==> config.mk <==
export PLATFORM = sky130hd
export DESIGN_NAME = pcpi_result_serializer_flat
export DESIGN_NICKNAME = d
export VERILOG_FILES = /design/src/rtl/pcpi_result_serializer_if.sv /design/src/rtl/pcpi_result_serializer.sv /design/src/flat_wrapper.sv
export SDC_FILE = /design/constraint.sdc
export NUM_CORES = 1
export LEC_CHECK = 0
export ABC_AREA = 1
export BUFFER_PORTS_ARGS = -buffer_cell sky130_fd_sc_hd__buf_2
export CORE_UTILIZATION = 50
export DETAILED_ROUTE_END_ITERATION = 8
export HOLD_SLACK_MARGIN = 0.08
export PLACE_DENSITY = 0.75
export SYNTH_ARGS = -nofsm -noshare
export SYNTH_HDL_FRONTEND = slang
export SYNTH_SLANG_ARGS = --single-unit
==> constraint.sdc <==
create_clock -name clk -period 2.62 [get_ports clk]
set_input_delay 0 -clock clk [delete_from_list [all_inputs] [get_ports clk]]
set_output_delay 0 -clock clk [all_outputs]
set_load 0.05 [all_outputs]
==> src/rtl/pcpi_result_serializer_if.sv <==
// Bus bundle between the PCPI result side, the serializer and the host pins.
// The master drives the coprocessor result and the host acknowledge; the slave is the serializer.
interface pcpi_result_serializer_if #(
    parameter int NIBBLES = 8
);
    logic                   pcpi_ready;
    logic                   pcpi_wr;
    logic [4*NIBBLES-1:0]   pcpi_rd;
    logic                   host_ack;
    logic [3:0]             out_nibble;
    logic                   out_valid;
    logic                   out_last;
    logic                   busy;
    logic                   overrun;

    modport master (
        output pcpi_ready, pcpi_wr, pcpi_rd, host_ack,
        input  out_nibble, out_valid, out_last, busy, overrun
    );

    modport slave (
        input  pcpi_ready, pcpi_wr, pcpi_rd, host_ack,
        output out_nibble, out_valid, out_last, busy, overrun
    );
endinterface

==> src/rtl/pcpi_result_serializer.sv <==
// Captures a PCPI write-back result and streams it to a slow host as 4-bit nibbles
// over a 4-phase valid/ack handshake; results arriving mid-transfer are dropped and flagged.
module pcpi_result_serializer #(
    parameter int NIBBLES   = 8,
    parameter bit LSB_FIRST = 1'b1
) (
    input  logic                          clk,
    input  logic                          rst_n,
    pcpi_result_serializer_if.slave       bus
);
    localparam int IDX_W = (NIBBLES > 1) ? $clog2(NIBBLES) : 1;
    localparam logic [IDX_W-1:0] LAST_IDX = IDX_W'(NIBBLES - 1);

    typedef enum logic [1:0] {
        IDLE    = 2'd0,
        SEND    = 2'd1,
        RELEASE = 2'd2
    } state_t;

    state_t                 state_q, state_d;
    logic [IDX_W-1:0]       index_q, index_d;
    logic [4*NIBBLES-1:0]   buffer_q, buffer_d;
    logic                   ack_q;
    logic                   overrun_q, overrun_d;

    logic                   capture;
    logic                   ack_rise;
    logic [IDX_W-1:0]       nib_sel;

    // NOTE: sequential state uses non-blocking assignments only; the buffer is a plain
    // register (not a memory array), so it is cleared by reset along with everything else.
    always_ff @(posedge clk) begin
        if (!rst_n) begin
            state_q   <= IDLE;
            index_q   <= '0;
            buffer_q  <= '0;
            ack_q     <= 1'b0;
            overrun_q <= 1'b0;
        end else begin
            state_q   <= state_d;
            index_q   <= index_d;
            buffer_q  <= buffer_d;
            ack_q     <= bus.host_ack;
            overrun_q <= overrun_d;
        end
    end

    assign capture  = bus.pcpi_ready && bus.pcpi_wr;
    // A level already high when SEND is entered must not count as an acknowledge.
    assign ack_rise = bus.host_ack && !ack_q;

    // NOTE: every variable gets its default first so no path through the case infers a latch.
    always_comb begin
        state_d   = state_q;
        index_d   = index_q;
        buffer_d  = buffer_q;
        overrun_d = overrun_q;

        unique case (state_q)
            IDLE: begin
                if (capture) begin
                    buffer_d = bus.pcpi_rd;
                    index_d  = '0;
                    state_d  = SEND;
                end
            end
            SEND: begin
                if (capture) overrun_d = 1'b1;
                if (ack_rise) state_d = RELEASE;
            end
            RELEASE: begin
                if (capture) overrun_d = 1'b1;
                if (!bus.host_ack) begin
                    if (index_q == LAST_IDX) begin
                        index_d = '0;
                        state_d = IDLE;
                    end else begin
                        index_d = index_q + 1'b1;
                        state_d = SEND;
                    end
                end
            end
            default: begin
                state_d = IDLE;
                index_d = '0;
            end
        endcase
    end

    assign nib_sel = LSB_FIRST ? index_q : (LAST_IDX - index_q);

    // Outputs decode registered state only; the nibble reads as zero outside SEND.
    assign bus.out_valid  = (state_q == SEND);
    assign bus.out_nibble = (state_q == SEND) ? buffer_q[{nib_sel, 2'b00} +: 4] : 4'h0;
    assign bus.out_last   = bus.out_valid && (index_q == LAST_IDX);
    assign bus.busy       = (state_q != IDLE);
    assign bus.overrun    = overrun_q;
endmodule
==> src/flat_wrapper.sv <==
// flat-port wrapper written by rule: the top's interface ports become plain ports
module pcpi_result_serializer_flat 
#(
    parameter int NIBBLES   = 8,
    parameter bit LSB_FIRST = 1'b1
)
  (clk, rst_n, bus_pcpi_ready, bus_pcpi_wr, bus_pcpi_rd, bus_host_ack, bus_out_nibble, bus_out_valid, bus_out_last, bus_busy, bus_overrun);
  pcpi_result_serializer_if #(.NIBBLES(NIBBLES)) bus_i ();
  input  logic clk;
  input  logic rst_n;
  input wire logic [$bits(bus_i.pcpi_ready)-1:0] bus_pcpi_ready;
  input wire logic [$bits(bus_i.pcpi_wr)-1:0] bus_pcpi_wr;
  input wire logic [$bits(bus_i.pcpi_rd)-1:0] bus_pcpi_rd;
  input wire logic [$bits(bus_i.host_ack)-1:0] bus_host_ack;
  output wire logic [$bits(bus_i.out_nibble)-1:0] bus_out_nibble;
  output wire logic [$bits(bus_i.out_valid)-1:0] bus_out_valid;
  output wire logic [$bits(bus_i.out_last)-1:0] bus_out_last;
  output wire logic [$bits(bus_i.busy)-1:0] bus_busy;
  output wire logic [$bits(bus_i.overrun)-1:0] bus_overrun;
  assign bus_i.pcpi_ready = bus_pcpi_ready;
  assign bus_i.pcpi_wr = bus_pcpi_wr;
  assign bus_i.pcpi_rd = bus_pcpi_rd;
  assign bus_i.host_ack = bus_host_ack;
  assign bus_out_nibble = bus_i.out_nibble;
  assign bus_out_valid = bus_i.out_valid;
  assign bus_out_last = bus_i.out_last;
  assign bus_busy = bus_i.busy;
  assign bus_overrun = bus_i.overrun;
  pcpi_result_serializer #(.NIBBLES(NIBBLES), .LSB_FIRST(LSB_FIRST)) u_core (.clk(clk), .rst_n(rst_n), .bus(bus_i));
endmodule
## Word-level counts from Yosys, hierarchy flattened

Cells that the tools add are included.

- $add $sub $neg: 1
- Equal/unequal tests: 6
- Shifts and indexed selects: 1
- Multiplexer cells: 10
- Bitwise gates (word level): 1
- Reduce and logical (&&, ||, !) cells: 11

Operators with widths:

| operator | count |
|---|---|
| indexed part select 32 x 6 -> 4 bit | 1 |
| 2-to-1 mux 3 bit | 3 |
| case mux 3 bit (3 select lines) | 1 |
| 2-to-1 mux 2 bit | 3 |
| case mux 2 bit (3 select lines) | 1 |
| AND reduction 3 bit | 2 |
| 2-to-1 mux 4 bit | 1 |
| != test 2 bit, second input constant | 2 |
| AND reduction 2 bit | 2 |
| adder 3 x 1 -> 3 bit, second input constant | 1 |
| == test 3 bit, second input constant | 1 |
| logical AND 1 bit | 3 |
| == test 2 x 1 -> 1 bit, second input constant | 1 |
| == test 2 bit, second input constant | 1 |
| logical NOT 2 bit | 1 |
| != test 2 x 1 -> 1 bit, second input constant | 1 |
| nonzero test 2 bit | 1 |
| OR reduction 2 bit | 1 |
| logical NOT 1 bit | 1 |
| 2-to-1 mux 1 bit | 1 |
| inverter 1 bit | 1 |

- Flip-flop bits (word level): 39
- Bits of input ports: 37
- Output and inout bits: 8

## Logic depth before layout (Yosys ltp)

- Word-level depth: 4
- Depth in mapped cells: 8
- Mapped depth without buffers: 7

## Least setup slack after synthesis

No wires, ideal clock.

- Kind: flip-flop to output port
- Start point: reg u_core.state_q[1]
- End point: out bus_out_nibble[0]
- Data arrival time: 1.744 ns
- Required time: 2.620 ns
- Slack: 0.876 ns
- Cell stages (with the launch flop): 5
- Buffers on the path: 0
- Cells stage by stage: dfxtp_1 > inv_1 > ha_1 > nand2_1 > nor2_1

- Cells in the longest elaborated chain, start to end: 2

Ends and longest elaborated chain:

| element | RTL line | RTL |
|---|---|---|
| from (decl) | pcpi_result_serializer.sv:20 | `state_t state_q, state_d;` |
| from (signal assigned) | pcpi_result_serializer.sv:40 | `state_q <= state_d;` |
| == test 2 x 1 -> 1 bit | n/a |  |
| net bus_out_valid | flat_wrapper.sv:16 | `output wire logic [$bits(bus_i.out_valid)-1:0] bus_out_valid;` |
| 2-to-1 mux 4 bit | pcpi_result_serializer.sv:94 | `assign bus.out_nibble = (state_q == SEND) ? buffer_q[{nib_sel, 2'b00} +: 4] : 4'h0;` |
| to (decl) | flat_wrapper.sv:15 | `output wire logic [$bits(bus_i.out_nibble)-1:0] bus_out_nibble;` |

The timed path passes the listed nets, and every way through them passes these cells.

## Worst setup path after layout

- Start point: reg u_core.index_q[0]
- End point: out bus_out_nibble[2]

- Cells in the longest elaborated chain, start to end: 2

Ends and longest elaborated chain:

| element | RTL line | RTL |
|---|---|---|
| from (decl) | pcpi_result_serializer.sv:21 | `logic [IDX_W-1:0] index_q, index_d;` |
| from (signal assigned) | pcpi_result_serializer.sv:41 | `index_q <= index_d;` |
| indexed part select 32 x 6 -> 4 bit | pcpi_result_serializer.sv:94 |  |
| 2-to-1 mux 4 bit | pcpi_result_serializer.sv:94 |  |

Every way passes these cells.

==> impl_metrics.yaml <==
critical_path:
  required_ns: 2.62
  endpoint_kind: "output pin"
  path_class: "register to output pin"
  start_kind: "register"
  r2r-end: "u_core.index_q[0]"
  critPathMaxFanout: 19
  cp.arrival_ns: 1.94
  r2r_cells: 7
  rrSetupSlack_ns: 0.89
  timing.rr.start: "u_core.index_q[0]"
power_and_ir_drop:
  pwr-share-comb_pct: 41.0
  power_uw: 2030
  p_switching_uw: 837
  pwr-share-seq_pct: 39.9
  p_per_area_mw_per_mm2: 816
  power_frac_clock_pct: 19.1
  power.internal_uw: 1200
  p_leak_uw: 0.00118
  peakVddDrop_mv: 0.554
  swShare_pct: 41.2
yosys:
  avgSynthCellArea_um2: 6.99
  ys_seq_area_share_pct: 41.2
  netlist.area_leader.share_pct: 41.2
  ys_seq_elements: 39
  ys_types: 21
  yosysTopAreaCell: "dfxtp_1"
  synth_warnings: 0
  synth_fp_nets: 315
  netlist_area_mm2: 0.00189
  synth_cells: 271
  synth.area.top_cells: "dfxtp_1 41%, nand2_1 11%, a21oi_1 9.2%, inv_1 8.3%, o21ai_0 7.4%"
detailed_routing:
  drt_wl_total_mm: 4.17
  drc: 0
  first_pass_iters: 5
  final_antenna_net_count: 0
  drtIter0Drc: 82
  met3_wirelength_um: 166
  wl_met2_mm: 1.98
  wire_per_inst_um: 10.8
  vias_per_cell: 4.73
  vias: 1837
  wl_met1_mm: 1.96
  top_layer: "met4"
floorplan:
  fp.dieW_um: 63.6
  core_mm2: 0.00347
  rows: 21
  die-area_mm2: 0.00404
  pin_count: 45
  start_util_pct: 54.6
  die_height_um: 63.6
clocking:
  path_clk_slew_ns: 0.07
  cts-buffers-inserted: 5
  htree_num_levels: 2
  tritoncts: "yes"
  cts.sinks: 39
  cts_resized: 0
  clk_path_buf_depth: 2
  clk_latency_ns: 0.30
  clockRootBuffer: "clkbuf_8"
hold_path:
  min_path_type: "primary input to register"
  hold_path_end: "u_core.bus.overrun"
  hp-start: "bus_pcpi_wr"
  hold-path-cell-count: 4
final_layout:
  layout_common_cells: "56 x nand2_1, 44 x buf_2, 42 x inv_1"
  diodes: 0
  finish.instance_area_mm2: 0.00249
  final_common_cell: "nand2_1"
  nFillCells: 317
  area.growth.synth_to_final_pct: 31.5
  multi_input_area_um2: 843
  seq_area_um2: 781
  nets: 385
  drive_gt1_share_pct: 16.1
placement:
  dp_hpwl_mm: 2.67
  postPlaceCellArea_mm2: 0.00208
  io_buffers: 44
  gp_congestion: 0.868
global_route:
  grt_usage_pct: 22.6
  antenna_found_initial: 0
  grt_max_degree: 65
  grt_pass1_vias: 1658
  grt_pass1_wl_mm: 7.01
  grt-ovfl-total: 0
sta:
  report.final.setup_viol: 0
  hold_viol: 0
  maxSlewViolCount: 0
  fmax_ghz: 0.515
  rsz0062_at_grt: "false"
  relSlewSlack_pct: 53.9
  fin_setup_tns_ns: 0
  holdWs_ns: 0.0901
  post-route-period-util_pct: 74.2
  finClkSkew_ns: 0.00692
  worst_pin_slew_ns: 0.691
  period_minus_slack_ns: 1.94
outcome:
  status: "completed"
run:
  cap_violations: 0
==> sequential cells by signal, indices dropped and copies added (netlist names) <==
signal	count
u_core.bus.overrun	1
u_core.index_q	3
u_core.ack_q	1
u_core.state_q	2
u_core.buffer_q	32
==> power groups by stage <==
stage          Combinational (µW)  Clock (µW)  Sequential (µW)
3_5_place_dp                  794           0              824
2_1_floorplan                 704           0              777
3_3_place_gp                  778           0              819
6_report                      834         388              811
4_1_cts                       833         401              810
5_1_grt                       957         415              827
==> logic make-up after synthesis <==
family	count (synthesis)	synth area share [%]
buffers and inverters	59	14.3
AND/OR/NAND/NOR	97	21.5
adder cells (fa/ha/maj)	7	4.62
AO/OA/AOI/OAI	69	18.4
flip-flops	39	41.2
==> worst max-delay path: stages, from the launching register on <==
cell and delay [ns]:
dfxtp_1 0.77, inv_6 0.15, nand2_1 0.11, nand3_1 0.07, nand3_1 0.08, nand2_1 0.05, nor2_1 0.13, buf_2 0.28
==> cell usage after synthesis <==
master	count
clkinv_1	1
ha_1	7
a21oi_1	35
o21a_1	1
nand2_2	1
nand2_1	56
nor2_1	17
nand3_2	2
clkbuf_1	2
buf_6	2
buf_2	6
buf_8	1
nand3b_1	1
clkbuf_2	2
inv_6	1
inv_1	42
o21ai_0	28
nand3_1	20
buf_4	2
o21ai_1	5
dfxtp_1	39
==> stage by stage <==
stage / setup slack [ns] / instances / utilization (%)
detailed placement: 0.893 / 347 / 60.0
floorplan: 0.876 / 271 / -
CTS: 0.684 / 388 / 71.8
global route: 0.489 / 388 / 71.8
finish: 0.677 / 388 / 71.8
global placement: 1.00 / 347 / 60.0
==> cell type report <==
class                   instances  area share, %
flip-flops and latches         39           31.3
clock buffers                   7           3.06
multi-input cells             173           33.9
well taps                      46           2.31
repair buffers                 78           22.4
inverters                      44           6.83
clock inverters                 1          0.201
==> layer usage <==
| layer | GRT usage (%) | vias up |
|---|---|---|
| li1 | - | 993 |
| met1 | 25.6 | 800 |
| met2 | 39.5 | 37 |
| met3 | 5.43 | 7 |
| met4 | 10.2 | 0 |
| met5 | 0 | - |
==> worst max-delay path by stage <==
stage,start,end,slack (ns)
floorplan,u_core.state_q[1],bus_out_nibble[0],0.88
global placement,u_core.index_q[0],u_core.index_q[0],1.0
detailed placement,u_core.index_q[0],u_core.index_q[0],0.89
CTS,u_core.index_q[0],bus_out_nibble[2],0.68
global route,u_core.index_q[0],bus_out_nibble[2],0.49
finish,u_core.index_q[0],bus_out_nibble[2],0.68
==> timing repair <==
item                                   CTS  global route
buffers inserted                         0             0
endpoints found under the hold margin   33             0
hold buffers                            33             0
No activity file was read; power rests on OpenSTA's default activity.
